## src/rtl/ramz_pkg.sv

```systemverilog
// ramz_pkg: shared types for the ramz read-side drain.
// Widths, FSM encoding and byte-lane index.
package ramz_pkg;
  localparam int RAMZ_ADDR_W = 5;
  localparam int RAMZ_DATA_W = 32;

  typedef enum logic [2:0] {
    IDLE,
    PRIME,
    LOAD,
    SEND,
    DONE
  } state_t;

  typedef logic [1:0] lane_t;
endpackage

```

## src/rtl/ramz_word_ser.sv

```systemverilog
// ramz_word_ser: 32->8 serializer with one-word holding register.
// A word loads straight into the shifter when it is free, else into hold.
module ramz_word_ser
  import ramz_pkg::*;
#(
  parameter int DATA_W    = RAMZ_DATA_W,
  parameter bit LSB_FIRST = 1'b1
) (
  input  logic              clk,
  input  logic              rst,
  input  logic              ld,
  input  logic [DATA_W-1:0] ld_word,
  input  logic              ld_last,
  output logic              take,
  output logic              end_run,
  output logic [7:0]        m_data,
  output logic              m_valid,
  input  logic              m_ready,
  output logic              m_last
);
  logic [DATA_W-1:0] sh;
  logic [DATA_W-1:0] hold;
  logic [DATA_W-1:0] sh_nxt;
  logic              sh_last;
  logic              hold_vld;
  logic              hold_last;
  lane_t             lane;
  logic              fire;
  logic              wend;
  logic              free;

  assign fire    = m_valid & m_ready;
  assign wend    = fire & (lane == 2'd3);
  assign free    = !m_valid | wend;
  assign take    = free & (hold_vld | ld);
  assign end_run = wend & sh_last;
  assign m_data  = LSB_FIRST ? sh[7:0] : sh[DATA_W-1 -: 8];
  assign m_last  = m_valid & sh_last & (lane == 2'd3);
  assign sh_nxt  = LSB_FIRST ? {8'h00, sh[DATA_W-1:8]}
                             : {sh[DATA_W-9:0], 8'h00};

  // shifter reload from hold (or bypass), byte shifting and hold capture
  always_ff @(posedge clk) begin
    if (rst) begin
      sh        <= '0;
      sh_last   <= 1'b0;
      hold      <= '0;
      hold_vld  <= 1'b0;
      hold_last <= 1'b0;
      lane      <= '0;
      m_valid   <= 1'b0;
    end else if (free) begin
      if (hold_vld) begin
        sh       <= hold;
        sh_last  <= hold_last;
        lane     <= '0;
        m_valid  <= 1'b1;
        hold_vld <= ld;
        if (ld) begin
          hold      <= ld_word;
          hold_last <= ld_last;
        end
      end else if (ld) begin
        sh      <= ld_word;
        sh_last <= ld_last;
        lane    <= '0;
        m_valid <= 1'b1;
      end else begin
        sh      <= '0;
        sh_last <= 1'b0;
        m_valid <= 1'b0;
      end
    end else begin
      if (fire) begin
        sh   <= sh_nxt;
        lane <= lane + 2'd1;
      end
      if (ld) begin
        hold      <= ld_word;
        hold_last <= ld_last;
        hold_vld  <= 1'b1;
      end
    end
  end
endmodule

```

## src/rtl/ramz_drain.sv

```systemverilog
// ramz_drain: reads a run of RAM words and streams them as bytes.
// Option RAMZ_DRAIN_CKSUM_EN adds an 8-bit running byte sum output.
module ramz_drain
  import ramz_pkg::*;
#(
  parameter int ADDR_W    = RAMZ_ADDR_W,
  parameter int DATA_W    = RAMZ_DATA_W,
  parameter bit LSB_FIRST = 1'b1
) (
  input  logic              clk,
  input  logic              rst,
  input  logic              start,
  input  logic [ADDR_W-1:0] base,
  input  logic [ADDR_W:0]   len,
  output logic              busy,
  output logic              done,
  output logic [ADDR_W-1:0] ram_addr,
  input  logic [DATA_W-1:0] ram_dout,
  output logic [7:0]        m_data,
  output logic              m_valid,
  input  logic              m_ready,
  output logic              m_last
`ifdef RAMZ_DRAIN_CKSUM_EN
  ,
  output logic [7:0]        cksum
`endif
);
  state_t          st;
  logic [ADDR_W:0] len_q;
  logic [ADDR_W:0] fcnt;
  logic            rq0;
  logic            rq1;
  logic            rl0;
  logic            rl1;
  logic            take;
  logic            end_run;
  logic            more;

  assign more = fcnt < len_q;

  ramz_word_ser #(
    .DATA_W   (DATA_W),
    .LSB_FIRST(LSB_FIRST)
  ) u_ser (
    .clk    (clk),
    .rst    (rst),
    .ld     (rq1),
    .ld_word(ram_dout),
    .ld_last(rl1),
    .take   (take),
    .end_run(end_run),
    .m_data (m_data),
    .m_valid(m_valid),
    .m_ready(m_ready),
    .m_last (m_last)
  );

  // run FSM, address counter and read-latency pipeline
  always_ff @(posedge clk) begin
    if (rst) begin
      st       <= IDLE;
      busy     <= 1'b0;
      done     <= 1'b0;
      ram_addr <= '0;
      len_q    <= '0;
      fcnt     <= '0;
      rq0      <= 1'b0;
      rq1      <= 1'b0;
      rl0      <= 1'b0;
      rl1      <= 1'b0;
    end else begin
      done <= 1'b0;
      rq0  <= 1'b0;
      rq1  <= rq0;
      rl1  <= rl0;
      if (busy && take && more) begin
        ram_addr <= ram_addr + ADDR_W'(1);
        fcnt     <= fcnt + (ADDR_W+1)'(1);
        rq0      <= 1'b1;
        rl0      <= (fcnt == len_q - (ADDR_W+1)'(1));
      end
      unique case (st)
        IDLE: begin
          if (start) begin
            if (len == '0) begin
              st   <= DONE;
              done <= 1'b1;
            end else begin
              st       <= PRIME;
              busy     <= 1'b1;
              len_q    <= len;
              ram_addr <= base;
              fcnt     <= (ADDR_W+1)'(1);
              rq0      <= 1'b1;
              rl0      <= (len == (ADDR_W+1)'(1));
            end
          end
        end
        PRIME: st <= LOAD;
        LOAD:  st <= SEND;
        SEND: begin
          if (end_run) begin
            st   <= DONE;
            done <= 1'b1;
            busy <= 1'b0;
          end
        end
        DONE:    st <= IDLE;
        default: st <= IDLE;
      endcase
    end
  end

`ifdef RAMZ_DRAIN_CKSUM_EN
  // modular sum of transferred bytes, cleared on each accepted start
  always_ff @(posedge clk) begin
    if (rst) begin
      cksum <= '0;
    end else if (st == IDLE && start) begin
      cksum <= '0;
    end else if (m_valid && m_ready) begin
      cksum <= cksum + m_data;
    end
  end
`endif
endmodule

```

## config.mk

```make
export PLATFORM = sky130hd
export DESIGN_NAME = ramz_drain
export DESIGN_NICKNAME = d
export VERILOG_FILES = /design/src/rtl/ramz_pkg.sv /design/src/rtl/ramz_word_ser.sv /design/src/rtl/ramz_drain.sv
export SDC_FILE = /design/constraint.sdc
export NUM_CORES = 1
export LEC_CHECK = 0
export CAP_MARGIN = 15
export CORE_ASPECT_RATIO = 0.5
export CORE_MARGIN = 1.5
export CORE_UTILIZATION = 40
export CTS_CLUSTER_SIZE = 24
export DETAILED_ROUTE_END_ITERATION = 10
export SKIP_CTS_REPAIR_TIMING = 1
export SLEW_MARGIN = 20
export SYNTH_ARGS = -nofsm -noshare
export SYNTH_HDL_FRONTEND = slang
export SYNTH_SLANG_ARGS = --single-unit
```

## constraint.sdc

```tcl
create_clock -name clk -period 4.55 [get_ports clk]
set_input_delay 0.91 -clock clk [delete_from_list [all_inputs] [get_ports clk]]
set_output_delay 0.91 -clock clk [all_outputs]
set_load 0.005 [all_outputs]
```

-- Word-level counts from Yosys, hierarchy flattened
Cells that the tools add are included.
W data, S select, Z words.
- register bits: 96
- input bits: 47
- output and inout bits: 17
- logic and storage cells: 103
- add/subtract/negate cells: 4
- $lt $le $gt $ge: 1
- equality and inequality tests: 11
- multiplexer cells: 49
- bitwise gates (word level): 9
- reduce and logical (&&, ||, !) cells: 12
- operator list (operator ; count):
    $mux W32 ; 7
    $mux W1 ; 24
    $mux W6 ; 4
    $mux W5 ; 4
    $pmux W3 S4 ; 1
    $mux W3 ; 3
    $mux W2 ; 4
    $add A6 B1 Y6 const B ; 1
    $and A1 B1 Y1 ; 6
    $eq A3 B2 Y1 const B ; 2
    $eq A6 B1 Y1 const B ; 1
    $eq A6 B6 Y1 ; 1
    $logic_not A6 Y1 ; 1
    $lt A6 B6 Y1 ; 1
    $ne A2 B2 Y1 const B ; 3
    $reduce_bool A2 Y1 ; 3
    $sub A6 B1 Y6 const B ; 1
    $add A5 B1 Y5 const B ; 1
    $pmux W1 S2 ; 2
    $reduce_and A2 Y1 ; 2
    $reduce_and A4 Y1 ; 1
    $eq A3 B1 Y1 const B ; 1
    $logic_not A3 Y1 ; 1
    $ne A3 B2 Y1 const B ; 1
    8 further kinds ; 10

-- Logic depth before layout (Yosys ltp)
Gate-level depths: netlist of run 1.
- depth after elaboration: 10
- depth in mapped cells: 8
- mapped depth without buffers: 7

-- Hierarchy
From an unflattened synthesis of run 1, not the netlist that was laid out.
- cells, all modules: 557
- area total of the unflattened synthesis: 5052.3 um^2
- by module, submodules not included (module ; times used ; cells an instance ; area each (um^2) ; sequential area each (um^2)):
    ramz_word_ser ; 1 ; 399 ; 3686.0 ; 1401.3
    ramz_drain ; 1 ; 158 ; 1366.3 ; 520.5

-- Worst setup path before layout of run 1
Ideal clock, no wire load.
- path type: flip-flop to flip-flop
- start point: reg len_q[3]
- end point: reg rl0
- setup time: 0.086 ns
- data arrival time: 2.170 ns
- data required time: 4.464 ns
- slack: 2.294 ns
- stages on the path, launching flop included: 9
- path buffers: 1
- period minus slack after synthesis: 2.256 ns
- cells stage by stage: dfxtp_1 -> inv_1 -> ha_1 -> a21oi_1 -> o211ai_4 -> or3_4 -> buf_6 -> a2111o_1 -> a221oi_2
- longest elaborated chain between the ends: 6
- elaborated cells on any way between the ends: 8
- those cells by class: add/sub: 1; order compare: 1; eq/ne: 1; mux: 4; reduce/logical: 1
- ends and longest elaborated chain (element ; line ; text):
    start, declared ; ramz_drain.sv:29 ; logic [ADDR_W:0] len_q;
    start signal, assigned ; ramz_drain.sv:91 ; len_q <= len;
    $sub A6 B1 Y6 or $lt A6 B6 Y1 (tied branches) ; ramz_drain.sv:80, ramz_drain.sv:39 ;
    $eq A6 B6 Y1 or $logic_and A1 B1 Y1 (tied branches) ; ramz_drain.sv:80, ramz_drain.sv:76 ;
    $mux W1 * ; ramz_drain.sv:76 ; if (busy && take && more) begin
    $mux W1 ; ramz_drain.sv:85 ; if (len == '0) begin
    $mux W1 ; ramz_drain.sv:84 ; if (start) begin
    $mux W1 * ; ramz_drain.sv:82 ; unique case (st)
    end signal, assigned ; ramz_drain.sv:80 ; rl0 <= (fcnt == len_q - (ADDR_W+1)'(1));
    end signal, assigned ; ramz_drain.sv:95 ; rl0 <= (len == (ADDR_W+1)'(1));
    end, declared ; ramz_drain.sv:33 ; logic rl0;
Every way passes the cells marked *; elsewhere a longest branch is shown, timed or not.
A chain may end at the register's enable or synchronous reset.

-- Worst setup path after layout of run 1
- start point: in m_ready
- end point: reg u_ser.hold[27]
- longest elaborated chain between the ends: 4
- elaborated cells on any way between the ends: 5
- those cells by class: eq/ne: 1; mux: 1; bitwise: 3
- ends and longest elaborated chain (element ; line ; text):
    start, declared ; ramz_drain.sv:21 ; input logic m_ready,
    $and A1 B1 Y1 * ; ramz_word_ser.sv:32 ; assign fire = m_valid & m_ready;
    $and A1 B1 Y1 * ; ramz_word_ser.sv:33 ; assign wend = fire & (lane == 2'd3);
    $or A1 B1 Y1 * ; ramz_word_ser.sv:34 ; assign free = !m_valid | wend;
    $ne A2 B1 Y1 (no source line) or $mux W32 (tied branches) ; n/a ;
    end signal, assigned ; ramz_word_ser.sv:60 ; hold <= ld_word;
    end signal, assigned ; ramz_word_ser.sv:79 ; hold <= ld_word;
    end, declared ; ramz_word_ser.sv:22 ; logic [DATA_W-1:0] hold;
Marked as above.

==> impl_metrics.py, run 1 <==
metrics = {
    "status": {
        "status": "completed",
    },
    "detailed_routing": {
        "drt-total-wl_um": 10520,
        "wl_per_cell_um": 13.75,
        "ant_nets": 0,
        "num_vias": 4010,
        "drc": 0,
        "via_per_inst": 5.242,
        "drt_pass1_iterations": 5,
        "drt-initial-drc-count": 201,
    },
    "global_route": {
        "grt_antenna_before_repair": 0,
        "gr-total-overflow": 0,
        "grt_pass1_vias": 3710,
        "grt_max_degree": 45,
        "grt_usage_pct": 18.62,
        "grt_pass1_wl_um": 17890,
    },
    "worst_setup_path": {
        "path_buf_inv": 3,
        "crit_cells": 7,
        "critPathKind": "in2reg",
        "critPathTopFamily": "buffers and inverters",
        "cp.arrival_ps": 2940,
        "start_kind": "input port",
        "path_max_fanout": 17,
        "max_stage_delay_ps": 570,
        "crit_path_end_kind": "register",
        "crit_chain": "clkdlybuf4s50_1 > a21boi_0 > buf_4 > o21a_1 > buf_4 > nand2_1 > a21oi_1",
        "crit_required_ps": 4820,
        "reg2reg_depth": 7,
        "critPathMostFrequentCell": "buf_4",
        "worst_path_max_delay_cell": "o21a_1",
    },
    "sta": {
        "worst_slack_ps": 1881,
        "max_freq_mhz": 374.6,
        "min_period_ps": 2669,
        "maxSlewViolCount": 0,
        "finalSetupViolCount": 0,
        "fin_crit_sh_pct": 58.67,
        "whs_ps": 439.0,
        "fin_skew_ps": 8.849,
        "max_slew_margin_pct": 39.64,
        "rsz0062_at_grt": "no",
        "setup_tns_ps": 0,
        "hold_viol_final": 0,
        "max_slew.worst_pin.slew_ps": 901.9,
    },
    "power": {
        "leakagePower_nw": 1.779,
        "power.total_mw": 1.778,
        "ir_worst_vdd_v": 0.0001868,
        "powerDensity_mw_per_mm2": 329.1,
    },
    "synth": {
        "synth.distinct_cells": 47,
        "syn_avg_cell_area_um2": 7.621,
        "syn_nets": 641,
        "ys_ff_latch": 96,
        "ys_warn_count": 0,
        "synth_cells": 584,
        "synth-seq-area-share_pct": 43.18,
        "synth_edf_count": 0,
        "syn-cell-area_mm2": 0.004451,
        "synth-async-reset-ratio_pct": 0,
        "ys.flop_type": "dfxtp_1",
    },
    "final_layout": {
        "drive_above_1_share_pct": 6.080,
        "n_antenna_cell": 0,
        "syn2layout_area_growth_pct": 21.39,
        "stdcell_count": 765,
        "regArea_mm2": 0.001923,
        "nets": 677,
        "nFillCells": 1039,
        "multiInputGateArea_mm2": 0.002275,
    },
    "floorplanning": {
        "core_area_mm2": 0.01051,
        "rows": 26,
        "die_h_um": 77.59,
        "ios": 64,
        "dieArea_mm2": 0.01181,
        "start_util_pct": 42.36,
        "die_w_um": 152.2,
    },
    "cts": {
        "path_clk_slew_ps": 60,
        "clock_path_buffers": 2,
        "htree_levels": 3,
        "cts_made_buffers": 9,
        "clkSinkCount": 96,
        "root_buffer": "clkbuf_16",
        "insertion_delay_ps": 340,
        "cts_tree": "done",
    },
    "run": {
        "drv_cap": 0,
    },
    "placed_design": {
        "dp_slack_ps": 1516,
        "portBuffers": 63,
        "globalplace.congestion": 0.7691,
        "hpwl_um": 6894,
        "dp_cells": 749,
    },
    "worst_hold_path": {
        "hold_path_depth": 1,
        "hp-class": "reg2reg",
    },
}
worst reg2reg max path: cells and delay by family (launching register included):
kind / cells / cell delay, ps
AOI/OAI and AO/OA: 4 / 1050
DFF: 1 / 440
and+or+nand+nor: 1 / 450
adders and majority gates: 1 / 310
buffers and inverters: 1 / 70
layout make-up:
type / count / area share (%)
Clock inverter: 7 / 1.019
Inverter: 11 / 0.7642
Multi-Input combinational cell: 428 / 42.10
Timing Repair Buffer: 74 / 13.11
Clock buffer: 9 / 4.169
Sequential cell: 96 / 35.60
Tap cell: 140 / 3.242
per-layer routing:
metal	part of all wire [%]	vias to the layer above	global-route usage, %
li1	-	2068	-
met1	50	1865	24.71
met2	45	71	29.95
met3	4.4	6	5.140
met4	0.65	0	4.854
met5	0	-	0
state kept, by name, summed over array words and instances, names as in the netlist:
name,cells
u_ser.sh,32
rl1,1
len_q,6
u_ser.lane,2
rq1,1
done,1
u_ser.hold,32
fcnt,6
u_ser.m_valid,1
u_ser.hold_vld,1
rq0,1
busy,1
ram_addr,5
st,3
rl0,1
u_ser.sh_last,1
u_ser.hold_last,1
logic make-up after synthesis:
logic type      count (synthesis)  share of synthesized area [%]
simple gates                  241                          22.69
xor+xnor                       10                          1.968
buf+inv                        60                          6.016
fa+ha+maj                      10                          2.811
flops                          96                          43.18
compound gates                165                          22.88
mux                             2                         0.4498
power by group:
part | total, mW | internal [mW] | switching (mW)
sequential | 0.881 | 0.859 | 0.0217
combinational | 0.181 | 0.0900 | 0.0910
clock | 0.716 | 0.375 | 0.340
total | 1.78 | 1.32 | 0.453
synthesized netlist by cell type (2+ instances only):
library cell,instances,share of area [%]
nand2_1,173,15
dfxtp_1,96,43
a21oi_1,72,8.1
clkbuf_1,36,3.0
o21ai_0,35,3.9
a22oi_1,34,5.7
nor2_1,29,2.4
inv_1,11,0.93
ha_1,10,2.8
buf_4,9,1.5
nor3_1,9,1.0
xnor2_1,7,1.4
nand3_1,4,0.45
o31ai_1,4,0.67
a211oi_1,3,0.51
and3_1,3,0.42
nand2b_1,3,0.42
nand4_1,3,0.42
nor2b_1,3,0.42
nor4_1,3,0.42
or4_1,3,0.51
xor2_1,3,0.59
a31oi_1,2,0.28
buf_1,2,0.17
mux2i_1,2,0.45
nor4b_1,2,0.39
o21ai_1,2,0.22
o2bb2ai_1,2,0.39
layout by cell type (no fill, tap or decap), types with 10 or more instances in the layout:
cell	count
inv_1	11
nor2_1	29
ha_1	10
a21oi_1	72
o21ai_0	35
a22oi_1	34
buf_4	11
nand2_1	173
dfxtp_1	95
clkdlybuf4s50_1	62
per-stage QoR:
stage | cell area (um^2) | util (%)
floorplan | 4451 | -
global placement | 5122 | 48.75
detailed placement | 5122 | 48.75
global route | 5403 | 51.42
finish | 5403 | 51.42
CTS | 5403 | 51.42
final timing paths:
check,slack [ps],from,endpoint
worst max-delay path,1880,m_ready,u_ser.hold[27]$_SDFFE_PP0P_
worst min-delay path,440,rq0$_SDFF_PP0_,rq1$_SDFF_PP0_
worst max register to register,2150,len_q[3]$_SDFFE_PP0P_,rl0$_SDFF_PP0_
worst min register to register,440,rq0$_SDFF_PP0_,rq1$_SDFF_PP0_
Note: power is estimated with default switching activity, not from simulation.
==> run 2, diff against run 1 <==
==> constraint.sdc (replaced) <==
create_clock -name clk -period 2.4 [get_ports clk]
set_input_delay 0.48 -clock clk [delete_from_list [all_inputs] [get_ports clk]]
set_output_delay 0.48 -clock clk [all_outputs]
set_load 0.005 [all_outputs]
==> run 2 against run 1 <==
Compared with the run above:
- clock skew down 3.0 ps
- critical path type is now reg2reg
- clock power increased by 100%
- largest cell class unchanged
- cell area rose by 2.2%
- first-iteration DRC count rose by 22%
- cell count up 1.2%
- routed wire length rose by 1.8%
- worst setup slack lost 1700 ps
==> impl_metrics.py, run 2 (same netlist as run 1, synthesis figures left out) <==
metrics = {
    "status": {
        "status": "completed",
    },
    "global_route": {
        "grt_pass1_wl_um": 17760,
        "grt_pass1_vias": 3651,
        "grt_usage_pct": 18.56,
        "grt_max_degree": 71,
        "gr-total-overflow": 0,
        "grt_antenna_before_repair": 0,
    },
    "worst_hold_path": {
        "min_to": "rq1$_SDFF_PP0_",
        "hold_path_depth": 1,
        "hp-class": "reg2reg",
        "min_from": "rq0$_SDFF_PP0_",
    },
    "placed_design": {
        "globalplace.congestion": 0.8216,
        "hpwl_um": 6881,
        "portBuffers": 63,
        "dp_slack_ps": 125.4,
        "dp_cells": 759,
    },
    "worst_setup_path": {
        "reg2reg_slack_ps": 160,
        "max_stage_delay_ps": 420,
        "reg2reg_depth": 8,
        "crit_chain": "inv_1 > ha_1 > a2bb2oi_4 > o211ai_4 > or3_4 > buf_4 > or3_1 > a21oi_1",
        "crit_required_ps": 2670,
        "worst_path_max_delay_cell": "or3_4",
        "critPathTopFamily": "simple AND/OR/NAND/NOR gates",
        "critPathKind": "reg2reg",
        "worst_r2r_endpoint": "fcnt[3]$_SDFF_PP0_",
        "start_kind": "register",
        "crit_path_end_kind": "register",
        "cp.arrival_ps": 2510,
        "path_max_fanout": 6,
        "path_buf_inv": 2,
        "reg2reg_from": "len_q[5]$_SDFFE_PP0P_",
    },
    "sta": {
        "hold_viol_final": 0,
        "fin_crit_sh_pct": 93.49,
        "fin_skew_ps": 5.858,
        "max_slew_margin_pct": 59.75,
        "worst_slack_ps": 156.3,
        "max_slew.worst_pin.slew_ps": 603.8,
        "rsz0062_at_grt": "no",
        "min_period_ps": 2244,
        "maxSlewViolCount": 0,
        "setup_tns_ps": 0,
        "finalSetupViolCount": 0,
        "max_freq_mhz": 445.7,
    },
    "cts": {
        "path_clk_slew_ps": 60,
        "htree_levels": 3,
        "cts_made_buffers": 9,
        "insertion_delay_ps": 340,
        "cts_tree": "done",
        "clkSinkCount": 96,
        "clock_path_buffers": 2,
        "root_buffer": "clkbuf_16",
    },
    "power": {
        "leakagePower_nw": 1.848,
        "ir_worst_vdd_v": 0.0003595,
        "powerDensity_mw_per_mm2": 626.2,
    },
    "floorplanning": {
        "ios": 64,
        "die_h_um": 77.59,
        "start_util_pct": 42.36,
        "dieArea_mm2": 0.01181,
        "rows": 26,
        "core_area_mm2": 0.01051,
        "die_w_um": 152.2,
    },
    "detailed_routing": {
        "wl_per_cell_um": 13.83,
        "via_per_inst": 5.269,
        "drt_pass1_iterations": 4,
        "drc": 0,
        "ant_nets": 0,
        "drt-initial-drc-count": 246,
        "num_vias": 4078,
        "drt-total-wl_um": 10710,
    },
    "final_layout": {
        "layout_common_cells": "nand2_1 (173), dfxtp_1 (95), a21oi_1 (72), clkdlybuf4s50_1 (62), o21ai_0 (35)",
        "n_antenna_cell": 0,
        "final_util_pct": 52.54,
        "nets": 687,
        "multiInputGateArea_mm2": 0.002267,
        "syn2layout_area_growth_pct": 24.04,
        "regArea_mm2": 0.001923,
        "drive_above_1_share_pct": 7.413,
        "layout_commonest_cell": "nand2_1",
        "nFillCells": 1021,
        "top_regs": "u_ser.hold (32), u_ser.sh (32)",
        "stdcell_count": 774,
    },
    "run": {
        "drv_cap": 0,
    },
}
-- run 2: cell types whose count changed in the layout (fill, tap and decap cells not counted), sizes merged --
cell | previous run | this run
bufinv | 0 | 1
clkinv | 3 | 1
buf | 12 | 22
-- run 2: routing by layer --
layer | vias to the layer above | track usage [%] | wire, um
li1 | 2093 | - | -
met1 | 1900 | 24.47 | 5250
met2 | 77 | 30.14 | 4903
met3 | 8 | 4.804 | 469
met4 | 0 | 5.243 | 84
met5 | - | 0 | 0
-- run 2: final cells by class --
cell class / instances / share of cell area (%)
flip-flops and latches: 96 / 34.84
clock inverters: 6 / 1.224
inverters: 11 / 0.7480
multi-input cells: 428 / 41.07
clock buffers: 9 / 4.080
well taps: 140 / 3.173
repair buffers: 84 / 14.87
-- run 2: per-stage QoR --
stage	total power, mW	hold slack, ps	instance area [um^2]
after floorplan	1.882	413.8	4451
after global placement	2.061	427.6	5228
after detailed placement	2.064	424.2	5228
after CTS	3.506	439.4	5520
after global routing	3.606	449.3	5520
final	3.457	435.8	5520
-- run 2: worst max path at each step --
| stage | from | endpoint | cells past startpoint |
|---|---|---|---|
| 2_1_floorplan | len_q[3]$_SDFFE_PP0P_ | rl0$_SDFF_PP0_ | 8 |
| 3_3_place_gp | m_ready | fcnt[3]$_SDFF_PP0_ | 6 |
| 3_5_place_dp | m_ready | rl0$_SDFF_PP0_ | 5 |
| 4_1_cts | len_q[5]$_SDFFE_PP0P_ | rl0$_SDFF_PP0_ | 7 |
| 5_1_grt | len_q[5]$_SDFFE_PP0P_ | fcnt[3]$_SDFF_PP0_ | 8 |
| 6_report | len_q[5]$_SDFFE_PP0P_ | fcnt[3]$_SDFF_PP0_ | 8 |
-- run 2: report_power, final --
part	total, mW	leakage [nW]	switching [mW]	internal [mW]
clock network	1.43	0.138	0.623	0.807
logic	0.363	0.932	0.183	0.180
registers	1.66	0.778	0.0337	1.63
==> run 3, diff against run 2 <==
--- a/config.mk
+++ b/config.mk
@@ -11,6 +11,7 @@
 export CORE_UTILIZATION = 40
 export CTS_CLUSTER_SIZE = 24
 export DETAILED_ROUTE_END_ITERATION = 10
+export HOLD_SLACK_MARGIN = 0.02
 export SKIP_CTS_REPAIR_TIMING = 1
 export SLEW_MARGIN = 20
 export SYNTH_ARGS = -nofsm -noshare
==> results of run 3 <==
The final DEF is identical to that of run 2; final timing and power are the same.
